==> config.mk <==
export PLATFORM = sky130hd
export DESIGN_NAME = ag32gbd_bram_arb
export DESIGN_NICKNAME = d
export VERILOG_FILES = /design/src/rtl/ag32gbd_bram_arb.sv
export SDC_FILE = /design/constraint.sdc
export NUM_CORES = 1
export LEC_CHECK = 0
export BUFFER_PORTS_ARGS = -buffer_cell sky130_fd_sc_hd__buf_2
export CORE_MARGIN = 3
export CORE_UTILIZATION = 40
export DETAILED_ROUTE_END_ITERATION = 10
export PLACE_DENSITY = 0.81
export SYNTH_ARGS = -nofsm -noshare
export SYNTH_HDL_FRONTEND = slang
export SYNTH_SLANG_ARGS = --single-unit
==> constraint.sdc <==
create_clock -name sys_clock -period 4.37 [get_ports sys_clock]
set_input_delay 1.311 -clock sys_clock [delete_from_list [all_inputs] [get_ports sys_clock]]
set_output_delay 1.311 -clock sys_clock [all_outputs]
set_load 0.005 [all_outputs]
==> src/rtl/ag32gbd_bram_arb.sv <==
// ag32gbd_bram_arb: single-port arbiter and sequencer for the 1Kx8 camera BRAM.
// Four requesters share the BRAM: reg-write (rw), buffer-write (bw),
// buffer-read (br) and reg-read (rr). The block maps logical addresses onto
// the physical map (000-0FF bank A, 100-1FF bank B, REG_BASE.. registers)
// and owns the front/back ping-pong select.
//
// Handshake: a requester holds *_req high. In the cycle it is granted, the
// BRAM command and that port's *_ack are registered and appear together one
// cycle later. A requester whose *_ack is high is masked from arbitration in
// that cycle, so it must drop *_req at the ack edge for a single access.
// Read data comes back on *_rvalid/*_rdata three cycles after the grant
// cycle when uncontended.
//
// Build option: define AG32GBD_BRAM_ARB_RR_EN for round-robin arbitration
// (search starts at the port after the last winner). When it is undefined,
// fixed priority rw > bw > br > rr is used.
module ag32gbd_bram_arb #(
    parameter int ADDR_W     = 10,
    parameter int DATA_W     = 8,
    parameter int BUF_OFF_W  = 8,
    parameter int REG_ADDR_W = 6,
    parameter logic [ADDR_W-1:0] REG_BASE = 10'h200
) (
    input  logic                  sys_clock,
    input  logic                  sys_reset,
    input  logic                  flip_req,
    output logic                  front_sel,
    input  logic                  rw_req,
    input  logic [REG_ADDR_W-1:0] rw_addr,
    input  logic [DATA_W-1:0]     rw_data,
    output logic                  rw_ack,
    input  logic                  bw_req,
    input  logic [BUF_OFF_W-1:0]  bw_off,
    input  logic [DATA_W-1:0]     bw_data,
    output logic                  bw_ack,
    input  logic                  br_req,
    input  logic [BUF_OFF_W-1:0]  br_off,
    output logic                  br_ack,
    output logic                  br_rvalid,
    output logic [DATA_W-1:0]     br_rdata,
    input  logic                  rr_req,
    input  logic [REG_ADDR_W-1:0] rr_addr,
    output logic                  rr_ack,
    output logic                  rr_rvalid,
    output logic [DATA_W-1:0]     rr_rdata,
    output logic                  bram_en,
    output logic                  bram_we,
    output logic [ADDR_W-1:0]     bram_addr,
    output logic [DATA_W-1:0]     bram_wdata,
    input  logic [DATA_W-1:0]     bram_rdata
);

    // Port indices in arbitration order.
    localparam logic [1:0] P_RW = 2'd0;
    localparam logic [1:0] P_BW = 2'd1;
    localparam logic [1:0] P_BR = 2'd2;
    localparam logic [1:0] P_RR = 2'd3;

    // Which port an outstanding read belongs to.
    typedef enum logic [1:0] {
        TAG_NONE = 2'd0,
        TAG_BR   = 2'd1,
        TAG_RR   = 2'd2
    } tag_e;

    logic                  front_sel_q, front_sel_d;
    logic [3:0]            ack_q, ack_d;
    logic                  en_q, en_d;
    logic                  we_q, we_d;
    logic [ADDR_W-1:0]     addr_q, addr_d;
    logic [DATA_W-1:0]     wdata_q, wdata_d;
    tag_e                  tag1_q, tag1_d;
    tag_e                  tag2_q, tag2_d;
    logic                  br_rvalid_q, br_rvalid_d;
    logic                  rr_rvalid_q, rr_rvalid_d;
    logic [DATA_W-1:0]     br_rdata_q, br_rdata_d;
    logic [DATA_W-1:0]     rr_rdata_q, rr_rdata_d;
`ifdef AG32GBD_BRAM_ARB_RR_EN
    logic [1:0]            ptr_q, ptr_d;
`endif

    logic [3:0] req_v;
    logic [3:0] elig;
    logic [1:0] start;
    logic [1:0] idx;
    logic       gnt_valid;
    logic [1:0] gnt_idx;

    // Arbitration: pick the first eligible port, searching from the start index.
    always_comb begin
        req_v     = {rr_req, br_req, bw_req, rw_req};
        elig      = req_v & ~ack_q;
`ifdef AG32GBD_BRAM_ARB_RR_EN
        start     = ptr_q;
`else
        start     = P_RW;
`endif
        idx       = 2'd0;
        gnt_valid = 1'b0;
        gnt_idx   = 2'd0;
        for (int k = 0; k < 4; k++) begin
            idx = start + 2'(k);
            if (!gnt_valid && elig[idx]) begin
                gnt_valid = 1'b1;
                gnt_idx   = idx;
            end
        end
    end

    // Next-state: BRAM command, acks, read tag pipeline, read capture, bank select.
    always_comb begin
        front_sel_d = front_sel_q ^ flip_req;
        ack_d       = 4'b0000;
        en_d        = 1'b0;
        we_d        = we_q;
        addr_d      = addr_q;
        wdata_d     = wdata_q;
        tag1_d      = TAG_NONE;
        tag2_d      = tag1_q;
`ifdef AG32GBD_BRAM_ARB_RR_EN
        ptr_d       = ptr_q;
`endif
        if (gnt_valid) begin
            en_d           = 1'b1;
            ack_d[gnt_idx] = 1'b1;
`ifdef AG32GBD_BRAM_ARB_RR_EN
            ptr_d          = gnt_idx + 2'd1;
`endif
            // Bank bit uses the pre-flip select: the address is fixed at grant.
            case (gnt_idx)
                P_RW: begin
                    we_d    = 1'b1;
                    addr_d  = REG_BASE + ADDR_W'(rw_addr);
                    wdata_d = rw_data;
                end
                P_BW: begin
                    we_d    = 1'b1;
                    addr_d  = ADDR_W'({~front_sel_q, bw_off});
                    wdata_d = bw_data;
                end
                P_BR: begin
                    we_d    = 1'b0;
                    addr_d  = ADDR_W'({front_sel_q, br_off});
                    tag1_d  = TAG_BR;
                end
                default: begin
                    we_d    = 1'b0;
                    addr_d  = REG_BASE + ADDR_W'(rr_addr);
                    tag1_d  = TAG_RR;
                end
            endcase
        end
        // bram_rdata is valid while tag2 is set; capture it into the owner's port.
        br_rvalid_d = (tag2_q == TAG_BR);
        rr_rvalid_d = (tag2_q == TAG_RR);
        br_rdata_d  = br_rvalid_d ? bram_rdata : br_rdata_q;
        rr_rdata_d  = rr_rvalid_d ? bram_rdata : rr_rdata_q;
    end

    // State registers with synchronous reset; reset also drops in-flight reads.
    always_ff @(posedge sys_clock) begin
        if (sys_reset) begin
            front_sel_q <= 1'b0;
            ack_q       <= 4'b0000;
            en_q        <= 1'b0;
            we_q        <= 1'b0;
            addr_q      <= '0;
            wdata_q     <= '0;
            tag1_q      <= TAG_NONE;
            tag2_q      <= TAG_NONE;
            br_rvalid_q <= 1'b0;
            rr_rvalid_q <= 1'b0;
            br_rdata_q  <= '0;
            rr_rdata_q  <= '0;
`ifdef AG32GBD_BRAM_ARB_RR_EN
            ptr_q       <= P_RW;
`endif
        end else begin
            front_sel_q <= front_sel_d;
            ack_q       <= ack_d;
            en_q        <= en_d;
            we_q        <= we_d;
            addr_q      <= addr_d;
            wdata_q     <= wdata_d;
            tag1_q      <= tag1_d;
            tag2_q      <= tag2_d;
            br_rvalid_q <= br_rvalid_d;
            rr_rvalid_q <= rr_rvalid_d;
            br_rdata_q  <= br_rdata_d;
            rr_rdata_q  <= rr_rdata_d;
`ifdef AG32GBD_BRAM_ARB_RR_EN
            ptr_q       <= ptr_d;
`endif
        end
    end

    assign front_sel  = front_sel_q;
    assign rw_ack     = ack_q[P_RW];
    assign bw_ack     = ack_q[P_BW];
    assign br_ack     = ack_q[P_BR];
    assign rr_ack     = ack_q[P_RR];
    assign br_rvalid  = br_rvalid_q;
    assign br_rdata   = br_rdata_q;
    assign rr_rvalid  = rr_rvalid_q;
    assign rr_rdata   = rr_rdata_q;
    assign bram_en    = en_q;
    assign bram_we    = we_q;
    assign bram_addr  = addr_q;
    assign bram_wdata = wdata_q;

endmodule

==> flow_summary.yaml, run 1 <==
outcome:
  status: "completed"
clock_network:
  clkSinkCount: 45
  cts_max_path_buffers: 2
  h-tree-depth: 2
  postCtsResizedCells: 0
  cts_tree: "built"
  path_clk_slew_ns: 0.08
  postCtsHoldBufs: 0
  cts-root-buf: "clkbuf_8"
  clk_latency_ns: 0.29
  cts_buffers: 5
  postCtsSetupBuffers: 0
route:
  highest_layer: "met4"
  via_per_inst: 5.15
  via_count: 1791
  first_pass_iters: 4
  drt_iter0_drc: 61
  wl_met3_microns: 361
  dr_wl_met2_microns: 2230
  drtAntennaViolNets: 0
  drc: 0
  wl_met1_microns: 1920
  wire_per_inst_microns: 13.1
  totalWireLength_microns: 4550
floorplanning:
  die_x_microns: 74.4
  die-height_microns: 74.4
  ios: 102
  num_rows: 24
  die_area_sq_um: 5530
  start_util: 0.421
  core_sq_um: 4440
worst_setup_path:
  crit_required_ns: 4.56
  startpoint_type: "primary input"
  path_cells: "buf_2 > nor2b_4 > nor2_1 > nor3_1 > inv_1 > ha_1 > a221oi_1 > a2bb2oi_1 > a22o_1"
  path_class: "in -> reg"
  crit_family: "simple AND/OR/NAND/NOR gates"
  r2r-start: "ack_q[3]"
  endpoint_kind: "flop"
  worst_ep_arrival_time_ns: 3.05
  critPathSlowestCell: "nor3_1"
  cp-startpoint: "rr_req"
  r2r_cells: 8
  r2r_setup_slack_ns: 2.27
  crit_buf_inv: 2
  path_max_fanout: 7
  reg2reg_to: "bram_addr[4]"
  max_stage_delay_ns: 0.42
grt:
  grt_max_degree: 36
  grt_pass1_vias: 1655
  grt_pass1_wl_microns: 7080
  antenna_found_initial: 0
  overflow: 0
  grtUsageTotal: 0.167
sta:
  min_period_ns: 2.87
  tns_ns: 0
  skew_ns: 0.00595
  rsz0062_at_grt: "no"
  timing.fmax_ghz: 0.349
  hold_viol: 0
  fin_crit_sh: 0.656
  setup_viol: 0
  slew_violations: 0
  tightest_slew_ns: 0.640
  max-slew-margin-rel: 0.573
  worst_hold_slack_ns: 0.456
placement:
  io_buffers: 101
  dp_hpwl_microns: 3370
  gp_congestion: 0.774
finish:
  nets: 359
  final_common_cell: "buf_2"
  layout_common_cells: "101 x buf_2, 45 x dfxtp_1, 34 x nand2_1"
  drive_gt1_frac: 0.395
  fin_util: 0.559
  antenna-diode-count: 0
  area_delta_synth_final_pct: 32.9
power_and_ir_drop:
  seqPwrFrac: 0.499
  sw_frac_of_total: 0.245
  p_int_mw: 0.679
  pwr-share-clk: 0.332
  power.density_nw_per_um2: 362
  leakage_nw: 1.19
  p_sw_mw: 0.221
  share_comb_of_total_power: 0.169
  vdd_drop_max_v: 0.000167
yosys:
  yosysWarnings: 0
  syn_area_sq_um: 1870
  yosysUniqueCellTypes: 31
  synth-seq-area-share: 0.482
  synth_top_area_share: 0.482
  ys_top_cells_by_area: "dfxtp_1 48%, nand2_1 6.8%, mux2i_1 4.8%, a21oi_1 4.3%, a211oi_1 3.6%"
  ys_ff_latch: 45
  syn_area_per_cell_sq_um: 9.30
  synth_top_cell_by_area: "dfxtp_1"
  synth_nets: 264
  syn_inst: 201
worst_hold_path:
  hold_class: "reg -> reg"
  min_from: "br_rdata[5]"
  min_to: "br_rdata[5]"
  hold_depth: 2
flow_run:
  maxCapViolations: 0
## worst max-delay path by stage
| stage | to | depth (start not counted) |
|---|---|---|
| 3_3_place_gp | bram_addr[4] | 9 |
| 4_1_cts | bram_addr[4] | 9 |
| 5_1_grt | bram_addr[3] | 9 |
| 3_5_place_dp | bram_addr[4] | 9 |
| 2_1_floorplan | bram_addr[0] | 8 |
| 6_report | bram_addr[4] | 9 |
## worst min-delay path, delay by kind of cell, from the launching register on
family / cells / cell delay (ns)
flops: 1 / 0.31
compound gates: 1 / 0.05
simple gates: 1 / 0.05
## power by group through the flow
stage | clock network (mW) | logic (mW) | registers (mW)
6_report | 0.299 | 0.152 | 0.449
2_1_floorplan | 0 | 0.0866 | 0.460
5_1_grt | 0.330 | 0.169 | 0.453
3_5_place_dp | 0 | 0.154 | 0.458
3_3_place_gp | 0 | 0.151 | 0.458
4_1_cts | 0.309 | 0.154 | 0.449
## state kept, by name, summed over array words and instances (netlist names)
signal / count
ack_q: 3
br_rdata: 8
br_rvalid: 1
bram_addr: 10
bram_en: 1
bram_wdata: 8
bram_we: 1
front_sel: 1
rr_rdata: 8
rr_rvalid: 1
tag1_q: 1
tag2_q: 2
## per-stage QoR
| stage | power [mW] | instances | setup WS (ns) | instance area (sq um) |
|---|---|---|---|---|
| after floorplan | 0.547 | 201 | 1.44 | 1870 |
| after global placement | 0.609 | 341 | 1.27 | 2380 |
| after detailed placement | 0.611 | 341 | 1.21 | 2380 |
| after CTS | 0.911 | 348 | 1.52 | 2480 |
| after global routing | 0.952 | 348 | 1.36 | 2480 |
| final | 0.900 | 348 | 1.50 | 2480 |
## cell usage after synthesis
master,instances
a211oi_1,9
a21oi_1,16
a221oi_1,6
a22o_1,6
a2bb2oi_1,6
a32o_1,5
and2_1,2
and2b_1,2
buf_1,1
buf_2,3
buf_4,2
buf_6,1
clkbuf_1,8
dfxtp_1,45
ha_1,4
inv_1,2
inv_2,1
mux2i_1,9
nand2_1,34
nand2b_1,3
nand3_1,6
nor2_1,15
nor2_2,1
nor2b_1,4
nor2b_2,2
nor2b_4,2
nor3_1,2
nor4_4,1
o21ai_0,1
o21ai_1,1
xnor2_1,1
## cells by family (layout without fill, tap and decap cells)
group | after synthesis | count (layout) | share of synthesized area
buffers and inverters | 18 | 113 | 0.0462
AOI/OAI and AO/OA | 50 | 50 | 0.195
and+or+nand+nor | 74 | 74 | 0.197
adders and majority gates | 4 | 4 | 0.0268
DFF | 45 | 45 | 0.482
xor gates and xnor gates | 1 | 1 | 0.00469
muxes | 9 | 9 | 0.0482
## per-layer routing
metal,track usage,up-vias
li1,-,894
met1,0.185,816
met2,0.301,79
met3,0.0581,2
met4,0.0474,0
met5,0,-
## cell type report
cell class / instances / area (sq um)
Sequential cell: 45 / 901
Inverter: 3 / 11.3
Clock inverter: 2 / 35.0
Fill cell: 421 / 1960
Tap cell: 52 / 65.1
Timing Repair Buffer: 103 / 520
Multi-Input combinational cell: 138 / 882
Clock buffer: 5 / 68.8
Note: power is estimated with default switching activity, not from simulation.
==> run 2, diff against run 1 <==
- clock period: 4.37 -> 3 ns (I/O delays scaled with it)
==> run 2 against run 1 <==
  * Design area down 0.55%
  * Routed wire length up 5.4%
  * Sequential share of layout area up 0.20 points
  * Clock skew up 0.0025 ns
  * Worst hold slack worse by 0.0040 ns
  * Non-clock buffer count up 1
  * First-iteration DRC count up 67%
  * Combinational power up 47%
  * Count of clock-buffer cells in the layout up 1
  * Setup slack worse by 0.95 ns
  * Via count up 1.8%
  * Die area unchanged
  * Critical path type unchanged
  * Highest routed layer unchanged
==> flow_summary.yaml, run 2 (synthesis gave the netlist of run 1 again) <==
finish:
  drive_gt1_frac: 0.396
  area_delta_synth_final_pct: 32.1
  multi_input_area_sq_um: 882
  seq_area_sq_um: 901
  antenna-diode-count: 0
  final_common_cell: "buf_2"
  layout_common_cells: "101 x buf_2, 45 x dfxtp_1, 34 x nand2_1"
  fillers: 436
  largest_register_ffs: 10
  nets: 360
clock_network:
  path_clk_slew_ns: 0.08
  cts_buffers: 5
  h-tree-depth: 2
  cts-root-buf: "clkbuf_8"
  postCtsSetupBuffers: 0
  cts_tree: "built"
  postCtsHoldBufs: 0
  clk_latency_ns: 0.30
  postCtsResizedCells: 0
  cts_max_path_buffers: 2
  clkSinkCount: 45
sta:
  hold_viol: 0
  setup_viol: 0
  tns_ns: 0
  worst_hold_slack_ns: 0.452
  tightest_slew_ns: 0.595
  skew_ns: 0.00841
  fin_ws_ns: 0.557
  rsz0062_at_grt: "no"
  timing.fmax_ghz: 0.409
  slew_violations: 0
  max-slew-margin-rel: 0.602
  fin_crit_sh: 0.814
  min_period_ns: 2.44
grt:
  overflow: 0
  antenna_found_initial: 0
  grt_pass1_vias: 1713
  use_met2: 0.307
  grt_use_met3: 0.0527
  grtUsageTotal: 0.175
  grt_max_degree: 33
  grt_util_met1: 0.200
  top_usage_layer: "met2"
  grt_pass1_wl_microns: 7530
route:
  wire_per_inst_microns: 13.7
  totalWireLength_microns: 4790
  via_count: 1823
  first_pass_iters: 4
  drt_iter0_drc: 102
  via_per_inst: 5.21
  drtAntennaViolNets: 0
  drc: 0
worst_setup_path:
  path_max_fanout: 7
  endpoint_kind: "flop"
  critPathSlowestCell: "nor3_1"
  path_class: "in -> reg"
  max_stage_delay_ns: 0.43
  startpoint_type: "primary input"
  crit_required_ns: 3.20
  path_cells: "buf_2 > nor2b_4 > nor2_1 > nor3_1 > inv_1 > ha_1 > a221oi_1 > a2bb2oi_1 > a22o_1"
  worst_ep_arrival_time_ns: 2.64
placement:
  io_buffers: 101
  gp_congestion: 0.746
  pre_cts_ws_ns: 0.237
  dp_hpwl_microns: 3480
floorplanning:
  die_area_sq_um: 5530
  die_x_microns: 74.4
  start_util: 0.421
  num_rows: 24
  core_sq_um: 4440
  ios: 102
  die-height_microns: 74.4
worst_hold_path:
  hold_class: "reg -> reg"
power_and_ir_drop:
  vdd_drop_max_v: 0.000180
  leakage_nw: 1.18
  power.density_nw_per_um2: 504
flow_run:
  maxCapViolations: 0
outcome:
  status: "completed"
-- run 2: cell types whose count changed in the layout (fill, tap and decap cells not counted) --
cell | before | now
clkbuf_1 | 0 | 1
buf_4 | 2 | 3
bufinv_16 | 1 | 0
clkinv_2 | 1 | 2
-- run 2: metrics by stage --
| step | area (sq um) | instances | total power, mW | util |
|---|---|---|---|---|
| 6_report | 2470 | 350 | 1.25 | 0.556 |
| 5_1_grt | 2470 | 350 | 1.31 | 0.556 |
| 4_1_cts | 2470 | 350 | 1.25 | 0.556 |
| 3_5_place_dp | 2390 | 342 | 0.892 | 0.537 |
| 3_3_place_gp | 2390 | 342 | 0.888 | 0.537 |
| 2_1_floorplan | 1870 | 201 | 0.796 | - |
-- run 2: final timing paths --
kind                            depth (start not counted)      endpoint  slack, ns        start
worst max register to register                          8  bram_addr[1]       0.89    tag1_q[0]
worst max-delay path                                    9  bram_addr[1]       0.56       br_req
worst min register to register                          2   br_rdata[7]       0.45  br_rdata[7]
worst min-delay path                                    2   br_rdata[7]       0.45  br_rdata[7]
-- run 2: power breakdown --
| group | internal, mW | total [mW] | switching (mW) |
|---|---|---|---|
| combinational | 0.114 | 0.224 | 0.110 |
| clock | 0.162 | 0.367 | 0.205 |
| sequential | 0.634 | 0.654 | 0.0202 |
| total | 0.910 | 1.25 | 0.336 |
-- run 2: final cells by class --
cell class | count | area share
Clock buffer | 6 | 0.0294
Clock inverter | 2 | 0.00405
Inverter | 3 | 0.00456
Multi-Input combinational cell | 138 | 0.357
Sequential cell | 45 | 0.365
Tap cell | 52 | 0.0263
Timing Repair Buffer | 104 | 0.214
-- run 2: worst max-delay path: cells and delay by family --
family	cells	cell delay (ns)
buffers and inverters	2	0.17
adders and majority gates	1	0.28
and+or+nand+nor	3	0.68
AOI/OAI and AO/OA	3	0.61
-- run 2: metal layers --
metal,routed length (microns),part of all wire
met3,351,0.073
met1,2000,0.42
met4,76,0.016
met2,2360,0.49
met5,0,0
